===== src/rtl/pipeline_mem_access_pkg.sv =====
// pipeline_mem_access_pkg: shared types and constants for the MEM-stage bus controller
package pipeline_mem_access_pkg;
  localparam int DATA_W = 32;
  localparam logic MEM_READ = 1'b0;
  localparam logic MEM_WRITE = 1'b1;
  typedef enum logic [1:0] {
    MEMACC_IDLE  = 2'd0,
    MEMACC_WAIT  = 2'd1,
    MEMACC_DONE  = 2'd2,
    MEMACC_DRAIN = 2'd3
  } memacc_state_t;
endpackage


===== src/rtl/pipeline_mem_access_if.sv =====
// pipeline_mem_access_if: req/ack data bus between the MEM stage and memory
interface pipeline_mem_access_if
  import pipeline_mem_access_pkg::*;
#(
  parameter int DATA_WIDTH = DATA_W
);
  logic                  bus_req;
  logic                  bus_we;
  logic [3:0]            bus_sel;
  logic [DATA_WIDTH-1:0] bus_addr;
  logic [DATA_WIDTH-1:0] bus_wdata;
  logic [DATA_WIDTH-1:0] bus_rdata;
  logic                  bus_ack;
  modport master (
    output bus_req, bus_we, bus_sel, bus_addr, bus_wdata,
    input  bus_rdata, bus_ack
  );
  modport slave (
    input  bus_req, bus_we, bus_sel, bus_addr, bus_wdata,
    output bus_rdata, bus_ack
  );
endinterface


===== src/rtl/pipeline_mem_access_bus_timeout_counter.sv =====
// bus_timeout_counter: counts bus wait cycles, flags the last cycle before giving up
module bus_timeout_counter #(
  parameter int TIMEOUT_CYCLES = 255
) (
  input  logic clk,
  input  logic rst,
  input  logic clear,
  input  logic en,
  output logic tc
);
  localparam int W = $clog2(TIMEOUT_CYCLES + 1);
  logic [W-1:0] cnt;
  always_ff @(posedge clk or posedge rst)
    if (rst) cnt <= '0;
    else if (clear) cnt <= '0;
    else if (en) cnt <= cnt + W'(1);
  assign tc = cnt == W'(TIMEOUT_CYCLES - 1);
endmodule


===== src/rtl/pipeline_mem_access.sv =====
// pipeline_mem_access: runs EX/MEM load/store requests on the req/ack bus, stalling until done
module pipeline_mem_access
  import pipeline_mem_access_pkg::*;
#(
  parameter int DATA_WIDTH     = DATA_W,
  parameter int TIMEOUT_CYCLES = 255
) (
  input  logic                  clk,
  input  logic                  rst,
  input  logic                  flush,
  input  logic                  global_flush,
  input  logic                  mem_enable_in,
  input  logic                  mem_rw_in,
  input  logic [3:0]            mem_sel_in,
  input  logic [DATA_WIDTH-1:0] mem_addr_in,
  input  logic [DATA_WIDTH-1:0] mem_write_in,
  pipeline_mem_access_if.master bus,
  output logic                  stall_req,
  output logic [DATA_WIDTH-1:0] mem_read_out,
  output logic                  mem_valid_out,
  output logic                  bus_err_out
);
  memacc_state_t state, state_nx;
  logic kill, start, tc;
  assign kill  = flush | global_flush;
  assign start = !rst && state == MEMACC_IDLE && mem_enable_in && !kill;
  bus_timeout_counter #(.TIMEOUT_CYCLES(TIMEOUT_CYCLES)) u_timeout (
    .clk   (clk),
    .rst   (rst),
    .clear (start),
    .en    (state == MEMACC_WAIT || state == MEMACC_DRAIN),
    .tc    (tc)
  );
  always_comb begin
    state_nx  = state;
    stall_req = 1'b0;
    case (state)
      MEMACC_IDLE: begin
        stall_req = start;
        state_nx  = start ? MEMACC_WAIT : MEMACC_IDLE;
      end
      MEMACC_WAIT: begin
        stall_req = 1'b1;
        state_nx  = bus.bus_ack ? (kill ? MEMACC_IDLE : MEMACC_DONE) :
                    tc          ? MEMACC_DONE :
                    kill        ? MEMACC_DRAIN : MEMACC_WAIT;
      end
      MEMACC_DONE: state_nx = MEMACC_IDLE;
      MEMACC_DRAIN: begin
        // a killed transfer still owns the bus, so a new access has to wait
        stall_req = mem_enable_in;
        state_nx  = (bus.bus_ack || tc) ? MEMACC_IDLE : MEMACC_DRAIN;
      end
      default: state_nx = MEMACC_IDLE;
    endcase
  end
  always_ff @(posedge clk or posedge rst)
    if (rst) state <= MEMACC_IDLE;
    else state <= state_nx;
  always_ff @(posedge clk or posedge rst)
    if (rst) begin
      bus.bus_req   <= 1'b0;
      bus.bus_we    <= 1'b0;
      bus.bus_sel   <= '0;
      bus.bus_addr  <= '0;
      bus.bus_wdata <= '0;
      mem_read_out  <= '0;
      mem_valid_out <= 1'b0;
      bus_err_out   <= 1'b0;
    end else begin
      mem_valid_out <= 1'b0;
      bus_err_out   <= 1'b0;
      if (start) begin
        bus.bus_req   <= 1'b1;
        bus.bus_we    <= mem_rw_in;
        bus.bus_sel   <= mem_sel_in;
        bus.bus_addr  <= {mem_addr_in[DATA_WIDTH-1:2], 2'b00};
        bus.bus_wdata <= mem_write_in;
      end
      if (state == MEMACC_WAIT && bus.bus_ack) begin
        bus.bus_req <= 1'b0;
        if (!kill) begin
          mem_read_out  <= bus.bus_we == MEM_WRITE ? '0 : bus.bus_rdata;
          mem_valid_out <= 1'b1;
        end
      end else if (state == MEMACC_WAIT && tc) begin
        bus.bus_req  <= 1'b0;
        bus_err_out  <= 1'b1;
        mem_read_out <= '0;
      end
      if (state == MEMACC_DRAIN && (bus.bus_ack || tc)) begin
        bus.bus_req <= 1'b0;
        bus_err_out <= !bus.bus_ack;
      end
    end
endmodule


===== src/flat_wrapper.sv =====
// flat-port wrapper written by rule: the top's interface ports become plain ports
module pipeline_mem_access_flat import pipeline_mem_access_pkg::*;
#(
  parameter int DATA_WIDTH     = DATA_W,
  parameter int TIMEOUT_CYCLES = 255
)
  (clk, rst, flush, global_flush, mem_enable_in, mem_rw_in, mem_sel_in, mem_addr_in, mem_write_in, stall_req, mem_read_out, mem_valid_out, bus_err_out, bus_bus_req, bus_bus_we, bus_bus_sel, bus_bus_addr, bus_bus_wdata, bus_bus_rdata, bus_bus_ack);
  pipeline_mem_access_if #(.DATA_WIDTH(DATA_WIDTH)) bus_i ();
  input  logic clk;
  input  logic rst;
  input  logic flush;
  input  logic global_flush;
  input  logic mem_enable_in;
  input  logic mem_rw_in;
  input  logic [3:0] mem_sel_in;
  input  logic [DATA_WIDTH-1:0] mem_addr_in;
  input  logic [DATA_WIDTH-1:0] mem_write_in;
  output logic stall_req;
  output logic [DATA_WIDTH-1:0] mem_read_out;
  output logic mem_valid_out;
  output logic bus_err_out;
  output wire logic [$bits(bus_i.bus_req)-1:0] bus_bus_req;
  output wire logic [$bits(bus_i.bus_we)-1:0] bus_bus_we;
  output wire logic [$bits(bus_i.bus_sel)-1:0] bus_bus_sel;
  output wire logic [$bits(bus_i.bus_addr)-1:0] bus_bus_addr;
  output wire logic [$bits(bus_i.bus_wdata)-1:0] bus_bus_wdata;
  input wire logic [$bits(bus_i.bus_rdata)-1:0] bus_bus_rdata;
  input wire logic [$bits(bus_i.bus_ack)-1:0] bus_bus_ack;
  assign bus_bus_req = bus_i.bus_req;
  assign bus_bus_we = bus_i.bus_we;
  assign bus_bus_sel = bus_i.bus_sel;
  assign bus_bus_addr = bus_i.bus_addr;
  assign bus_bus_wdata = bus_i.bus_wdata;
  assign bus_i.bus_rdata = bus_bus_rdata;
  assign bus_i.bus_ack = bus_bus_ack;
  pipeline_mem_access #(.DATA_WIDTH(DATA_WIDTH), .TIMEOUT_CYCLES(TIMEOUT_CYCLES)) u_core (.clk(clk), .rst(rst), .flush(flush), .global_flush(global_flush), .mem_enable_in(mem_enable_in), .mem_rw_in(mem_rw_in), .mem_sel_in(mem_sel_in), .mem_addr_in(mem_addr_in), .mem_write_in(mem_write_in), .bus(bus_i), .stall_req(stall_req), .mem_read_out(mem_read_out), .mem_valid_out(mem_valid_out), .bus_err_out(bus_err_out));
endmodule

===== config.mk =====
export PLATFORM = sky130hd
export DESIGN_NAME = pipeline_mem_access_flat
export DESIGN_NICKNAME = d
export VERILOG_FILES = /design/src/rtl/pipeline_mem_access_pkg.sv /design/src/rtl/pipeline_mem_access_if.sv /design/src/rtl/pipeline_mem_access_bus_timeout_counter.sv /design/src/rtl/pipeline_mem_access.sv /design/src/flat_wrapper.sv
export SDC_FILE = /design/constraint.sdc
export NUM_CORES = 1
export LEC_CHECK = 0
export ABC_AREA = 0
export CORE_AREA = 5 5 114 116
export DETAILED_ROUTE_END_ITERATION = 7
export DIE_AREA = 0 0 119 121
export GPL_ROUTABILITY_DRIVEN = 0
export PLACE_DENSITY = 0.8
export SYNTH_ARGS = -nofsm -noshare
export SYNTH_HDL_FRONTEND = slang
export SYNTH_SLANG_ARGS = --single-unit

===== constraint.sdc =====
create_clock -name clk -period 4.45 [get_ports clk]
set_input_delay 0.445 -clock clk [delete_from_list [all_inputs] [get_ports clk]]
set_output_delay 0.445 -clock clk [all_outputs]
set_load 0.01 [all_outputs]

==> PnR_summary.wiki, run 1 <==
{| class="wikitable"
! Metric !! Value
|-
| WP buf/inv || 2
|-
| Top Usage Layer GRT || met2
|-
| Routing usage on met1 || 0.2457
|-
| Max Transition Viols Final || 0
|-
| Total power draw || 3.073 mW
|-
| Unrepaired setup endpoints after global routing || false
|-
| Worst-path clk slew || 0.07 ns
|-
| Vias in the first global route || 4093
|-
| Worst skew pair latency || between 0.3 and 0.4 ns
|-
| Count of buffers added by post-CTS timing repair for setup || 0
|-
| Via-per-instance ratio || 5.408
|-
| FP Rows || 40
|-
| Leading cell types by total area after synthesis || dfrtp_1 57%, mux2_2 11%, nor4bb_1 6.1%
|-
| Post-route clock skew || 0.005513 ns
|-
| Total Die Area || 14400 µm²
|-
| Share of Yosys cell area claimed by the top area cell type || 0.5655
|-
| Met3 routing resource usage after global routing || 0.05315
|-
| Critical path type || in -> out
|-
| Arrival time at the worst endpoint || around 2.6 ns
|-
| Number of flops mapped to enable cells by yosys || 0
|-
| # setup viols final || 0
|-
| Cts-stage hold buffer count || 0
|-
| Most frequent cell on the critical path || clkdlybuf4s50_1
|-
| Critical path launch point || global_flush
|-
| Total number of nets in the final design || 697
|-
| Count of max-cap constraint violations || 0
|-
| Layout overhead on the synthesized area || 50.34%
|-
| Total leakage power || 3.228 nW
|-
| Headroom to the max-slew limit || 0.2291
|-
| Placed cell count || 724
|-
| Wire length of the first global-routing pass || 22400 µm
|-
| Syn Inst Count || 396
|-
| Iter 0 DRT Violations || 312
|-
| CP delay by family, top || buffers and inverters
|-
| Origin of the critical flop-to-flop path || u_core.state[1]
|-
| Unique cell type count in the Yosys netlist || 33
|-
| Highest fanout seen on the critical path || 5
|-
| Final standard cell count with taps included and fillers excluded || 740
|-
| Critical path startpoint category || input port
|-
| Timing-limited maximum frequency || 0.3260 GHz
|-
| Proportion of layout cells with a drive suffix above 1 || 0.1619
|-
| Detailed Route WL || 14120 µm
|-
| Sequential element share of the synthesized area || 0.5655
|-
| Number of cells upsized or downsized after cts || 0
|-
| Mean instance size in the synthesized netlist || between 10 and 15 µm²
|-
| TritonCTS clock tree || done
|-
| WL/cell || between 15 and 20 µm
|-
| Placed wire-length estimate || 10060 µm
|-
| Transition at the pin with the smallest max-transition slack || 1.156 ns
|-
| Die span in x || 119 µm
|-
| Count of antenna-violating nets left after detailed routing || 0
|-
| Result of the run || finished, final reports clean
|-
| Minimum hold slack || 0.5045 ns
|-
| Met2 track demand over resource in global routing || 0.3161
|-
| Synth warnings || 0
|-
| Sinks on Clock Net || roughly 110
|-
| Number of top-level design ports || approximately 210
|-
| CP Data Required Time || 4.01 ns
|-
| H-tree depth || 3
|-
| Final global-route overflow total || 0
|-
| Maximum resistive drop on vdd || 0.0001629 V
|-
| Initial DRT Pass Iterations || 4
|-
| Die height || 121 µm
|-
| Critical Path Slowest Stage Cell || or4b_4
|-
| Class of the most critical hold timing path || reg -> reg
|-
| Clock period minus final worst setup slack || 3.067 ns
|-
| Routed via count || 4002
|-
| Total Routing Usage GR || 0.1933
|-
| Antenna Diode Count || 0
|-
| Hold Crit Start || u_core.bus.bus_wdata[8]
|-
| Fraction of registers with async set/reset || 1.000
|-
| Clock buffer depth || 2
|-
| Cell with the most instances after synthesis || dfrtp_1
|-
| Setup TNS || 0 ns
|-
| Hold Violations, Final || 0
|-
| Initial antenna violation count || 0
|-
| Most frequently used flop master after synthesis || dfrtp_1
|-
| Initial core utilization || 0.4196
|-
| TritonCTS Buffers || 9
|-
| Nature of the critical path endpoint || primary output
|-
| List of most frequent post-synthesis cells || 112 x dfrtp_1, 49 x mux2_2, 38 x o21ai_0
|-
| Number of register bits inferred by synthesis || ~110
|-
| DRC errors left || 0
|-
| Period utilization || 0.6893
|-
| Cells along the critical path || clkdlybuf4s50_1 > or4b_4 > or3_2 > o21ai_0 > clkdlybuf4s50_1
|-
| Power Dens Cells || 412.5 nW/µm²
|-
| Total standard cell area after synthesis || 4956 µm²
|-
| Placeable core area || 11810 µm²
|-
| Cell taking the most area after synthesis || dfrtp_1
|-
| Final cell utilization of the core || 0.6308
|-
| Slowest cell delay on critical path || 0.58 ns
|-
| Root cell of the clock tree || clkbuf_16
|-
| PortBufs || 207
|-
| Pin count of the biggest net entering global routing || 68
|}
-- power breakdown --
group / internal, mW / switching [mW] / leakage (nW) / total (mW)
registers: 1.20 / 0.131 / 1.26 / 1.33
logic: 0.551 / 0.305 / 1.80 / 0.856
clock network: 0.515 / 0.370 / 0.161 / 0.885
-- area by class of cell --
cell class              count  area [µm²]
well taps                 147       183.9
clock inverters             5       86.33
flip-flops and latches    112        2803
fillers                   907        4360
repair buffers            215        2132
clock buffers              11       242.7
inverters                   3       13.76
multi-input cells         247        1989
-- worst reg2reg max path: stages (launching register included) --
cell and delay [ns]:
dfrtp_1 0.32, buf_4 0.37, or3_2 0.21, buf_4 0.70, mux2_2 0.48
-- path summary, 6_finish.rpt --
kind                                      endpoint  slack (ns)  cells past startpoint
min in group asynchronous  u_core.bus.bus_addr[11]        0.58                      2
max in group asynchronous  u_core.mem_read_out[26]        3.00                      3
min reg2reg                u_core.bus.bus_wdata[8]        0.50                      1
max                                      stall_req        1.38                      5
min                        u_core.bus.bus_wdata[8]        0.50                      1
max reg2reg                  u_core.bus.bus_sel[2]        2.25                      4
-- per-stage QoR --
| stage | instance area [µm²] | worst slack (ns) |
|---|---|---|
| after floorplan | 4960 | 1.046 |
| after global placement | 7122 | 1.393 |
| after detailed placement | 7122 | 1.380 |
| after CTS | 7451 | 1.380 |
| after global routing | 7451 | 1.286 |
| final | 7451 | 1.383 |
-- cells in the final DEF, fill, tap and decap left out, drive strengths merged, types with 4 or more instances in the layout --
master	Yosys	routed
clkbuf	25	11
dfrtp	112	112
o211ai	4	4
o21ai	38	38
a22oi	30	30
nor4bb	30	30
nand2	37	37
inv	3	5
nor2	5	5
buf	10	8
clkdlybuf4s50	0	207
mux2	67	67
or3	4	4
-- state kept, by name, summed over array words and instances (netlist names) --
register / flops
u_core.bus_err_out: 1
u_core.bus.bus_wdata: 32
u_core.u_timeout.cnt: 8
u_core.mem_valid_out: 1
u_core.bus.bus_sel: 4
u_core.bus.bus_we: 1
u_core.state: 2
u_core.bus.bus_req: 1
u_core.mem_read_out: 32
u_core.bus.bus_addr: 30
-- routing by layer --
layer,share of wire,vias up,routed length [µm]
li1,-,1818,-
met1,0.42,1965,5917
met2,0.48,199,6839
met3,0.078,20,1105
met4,0.018,0,253
met5,0,-,0
-- cells by family after synthesis --
kind of cell	after synthesis	synth area share
and+or+nand+nor	94	0.1219
adders and majority gates	2	0.005048
buffers and inverters	38	0.03610
xor gates and xnor gates	3	0.005303
other	1	0.0007567
DFF	112	0.5655
muxes	67	0.1659
AOI/OAI and AO/OA	79	0.09947
No activity file was read; power rests on OpenSTA's default activity.
==> inputs of run 2 (changes only) <==
Settings changed: CORE_AREA 5 5 114 116 to 5 5 119 121, DIE_AREA 0 0 119 121 to 0 0 124 126, PLACE_DENSITY 0.8 to 0.77.
Clock period 4.45 ns to 2.67 ns, I/O delays scaled along.
==> run 2 against run 1 <==
Clock power is 63% higher. Cell area is 1.3% higher. Flip-flop and latch count stayed put. Wire length is 1.4% lower. Utilization is 4.9 points lower. Register-to-register slack worse by 1.5 ns. Final cell count is 4.9% higher. Clock skew is 0.0019 ns higher. Total power is 66% higher. Critical path depth stayed put. Critical path type unchanged. Largest power group unchanged.
==> PnR_summary.wiki, run 2 (same netlist as run 1, synthesis figures left out) <==
{| class="wikitable"
! Metric !! Value
|-
| Maximum resistive drop on vdd || 0.0002944 V (+81%)
|-
| Die height || 126 µm (+4.1%)
|-
| Worst skew pair latency || 0.35 ns (about the same)
|-
| H-tree depth || 3 (unchanged)
|-
| Post-route clock skew || 0.007429 ns (+0.001916 ns)
|-
| Period utilization || 0.9443
|-
| Final global-route overflow total || 0 (unchanged)
|-
| Setup TNS || 0 ns (unchanged)
|-
| Count of antenna-violating nets left after detailed routing || 0 (unchanged)
|-
| Worst-path clk slew || 0.07 ns (about the same)
|-
| Nature of the critical path endpoint || primary output
|-
| Hold Violations, Final || 0 (unchanged)
|-
| Clock period minus final worst setup slack || 2.521 ns
|-
| Slack of the worst reg-to-reg path || 0.73 ns (-1.52 ns)
|-
| Total Routing Usage GR || 0.1755 (-0.01774)
|-
| Met3 routing resource usage after global routing || 0.06413 (+0.01098)
|-
| Total Die Area || 15620 µm² (+8.5%)
|-
| Placeable core area || 12980 µm² (+9.9%)
|-
| Internal Power || 3.779 mW (+67%)
|-
| Class of the most critical hold timing path || reg -> reg
|-
| # setup viols final || 0 (unchanged)
|-
| Initial antenna violation count || 0 (unchanged)
|-
| Number of cells upsized or downsized after cts || 0 (unchanged)
|-
| Pin count of the biggest net entering global routing || 68 (unchanged)
|-
| Routed via count || 3994 (-0.20%)
|-
| Total leakage power || 3.257 nW (+0.91%)
|-
| Cts-stage hold buffer count || 0 (unchanged)
|-
| FP Rows || 42 (+5.0%)
|-
| Total power draw || 5.107 mW (+66%)
|-
| Power Dens Cells || 676.3 nW/µm² (+64%)
|-
| PortBufs || 207 (unchanged)
|-
| Initial core utilization || 0.3818 (-0.03778)
|-
| Proportion of layout cells with a drive suffix above 1 || 0.1717 (+0.009778)
|-
| Routing usage on met1 || 0.2296 (-0.01608)
|-
| Number of stages on the worst hold path || 1 (unchanged)
|-
| Headroom to the max-slew limit || 0.4867 (+0.2576)
|-
| Result of the run || finished, final reports clean
|-
| Clock buffer depth || 2 (unchanged)
|-
| Worst r2r dst || u_core.mem_read_out[1]
|-
| Max Transition Viols Final || 0 (unchanged)
|-
| Root cell of the clock tree || clkbuf_16
|-
| Detailed Route WL || 13920 µm (-1.4%)
|-
| Initial DRT Pass Iterations || 4 (unchanged)
|-
| Net load switching power || 1.328 mW (+65%)
|-
| DRC errors left || 0 (unchanged)
|-
| Highest fanout seen on the critical path || 2 (-3)
|-
| Via-per-instance ratio || 5.147 (-4.8%)
|-
| Sinks on Clock Net || 112 (unchanged)
|-
| WL/cell || 17.94 µm (-5.9%)
|-
| Count of max-cap constraint violations || 0 (unchanged)
|-
| Sequential cell fraction of total power || 0.432 (-0.002)
|-
| Most common cell after layout, fill and taps aside || clkdlybuf4s50_1
|-
| Count of fill cells added during filler insertion || 1047 (+15%)
|-
| WHS Endpoint || u_core.bus.bus_wdata[4]
|-
| Top Registers || u_core.bus.bus_wdata (32), u_core.mem_read_out (32), u_core.bus.bus_addr (30)
|-
| Met2 track demand over resource in global routing || 0.2711 (-0.04506)
|-
| Iter 0 DRT Violations || 262 (-16%)
|-
| Wire length of the first global-routing pass || 22070 µm (-1.5%)
|-
| TritonCTS clock tree || done
|-
| Logic pwr share || 0.286 (+0.007)
|-
| Critical path startpoint category || input port
|-
| Hold Crit Start || u_core.bus.bus_wdata[4]
|-
| Most frequent cells in the layout || 207 x clkdlybuf4s50_1, 112 x dfrtp_1, 49 x mux2_2
|-
| CP Data Required Time || 2.40 ns (-1.61 ns)
|-
| Arrival time at the worst endpoint || 2.25 ns (-0.37 ns)
|-
| Share of total power consumed by net switching || 0.2600 (-0.002353)
|-
| Unrepaired setup endpoints after global routing || false
|-
| Placed wire-length estimate || 10140 µm (+0.87%)
|-
| Register-to-Register Path Depth || 5 (+1)
|-
| TritonCTS Buffers || 9 (unchanged)
|-
| Vias in the first global route || 4198 (+2.6%)
|-
| Layout overhead on the synthesized area || 52.36%
|-
| Timing-limited maximum frequency || 0.3966 GHz
|-
| Critical path type || in -> out
|-
| Number of top-level design ports || 212 (unchanged)
|-
| Count of buffers added by post-CTS timing repair for setup || 0 (unchanged)
|-
| Origin of the critical flop-to-flop path || u_core.state[1]
|-
| Transition at the pin with the smallest max-transition slack || 0.7699 ns (-0.3864 ns)
|-
| Total number of nets in the final design || 704 (+1.0%)
|-
| Power share of the clock group || 0.282 (-0.006)
|-
| Top Usage Layer GRT || met2
|-
| Antenna Diode Count || 0 (unchanged)
|-
| Die span in x || 124 µm (+4.2%)
|}
[run 2: worst max path at each step]
stage / start / end / slack (ns) / cells after the start
after floorplan: rst / u_core.bus.bus_addr[13] / 0.74 / 6
after global placement: rst / stall_req / 0.14 / 5
after detailed placement: global_flush / stall_req / 0.15 / 5
after CTS: global_flush / stall_req / 0.14 / 5
after global routing: global_flush / stall_req / 0.05 / 5
final: global_flush / stall_req / 0.15 / 5
[run 2: metal layers]
metal	share of wire	vias up
li1	-	1834
met3	0.13	14
met4	0.015	0
met5	0	-
met2	0.45	193
met1	0.41	1953
[run 2: metrics by stage]
| step | std cells | setup WS (ns) | hold WS, ns | instance area (µm²) | util |
|---|---|---|---|---|---|
| 2_1_floorplan | 397 | 0.7361 | 0.3398 | 4964 | - |
| 3_3_place_gp | 760 | 0.1379 | 0.4865 | 7228 | 0.5569 |
| 3_5_place_dp | 760 | 0.1477 | 0.4924 | 7228 | 0.5569 |
| 4_1_cts | 776 | 0.1444 | 0.5080 | 7551 | 0.5817 |
| 5_1_grt | 776 | 0.05100 | 0.5181 | 7551 | 0.5817 |
| 6_report | 776 | 0.1487 | 0.5049 | 7551 | 0.5817 |
[run 2: power by group through the flow]
stage / Clock [mW] / Sequential [mW] / Combinational (mW)
6_report: 1.44 / 2.21 / 1.46
5_1_grt: 1.56 / 2.25 / 1.57
4_1_cts: 1.49 / 2.21 / 1.48
3_5_place_dp: 0 / 2.24 / 1.48
3_3_place_gp: 0 / 2.21 / 1.44
2_1_floorplan: 0 / 2.34 / 0.487
[run 2: layout make-up]
type,instances,area [µm²],share of cell area
clock buffer,11,242.7,0.03215
clock inverter,5,80.08,0.01060
inverter,3,15.01,0.001988
multi-input combinational,247,1993,0.2640
sequential,112,2803,0.3712
tap,176,220.2,0.02916
timing repair buffer,222,2197,0.2910
[run 2: worst max-delay path: stages]
cell	delay (ns)
clkdlybuf4s50_1	0.44
or4b_4	0.53
or3_4	0.36
o21ai_0	0.08
clkdlybuf4s50_1	0.57
==> inputs of run 3 (changes only) <==
Settings changed: CTS_CLUSTER_DIAMETER from default to 200, SLEW_MARGIN from default to 20.
==> results of run 3 <==
No change in the layout: final DEF, timing and power equal those of run 2.
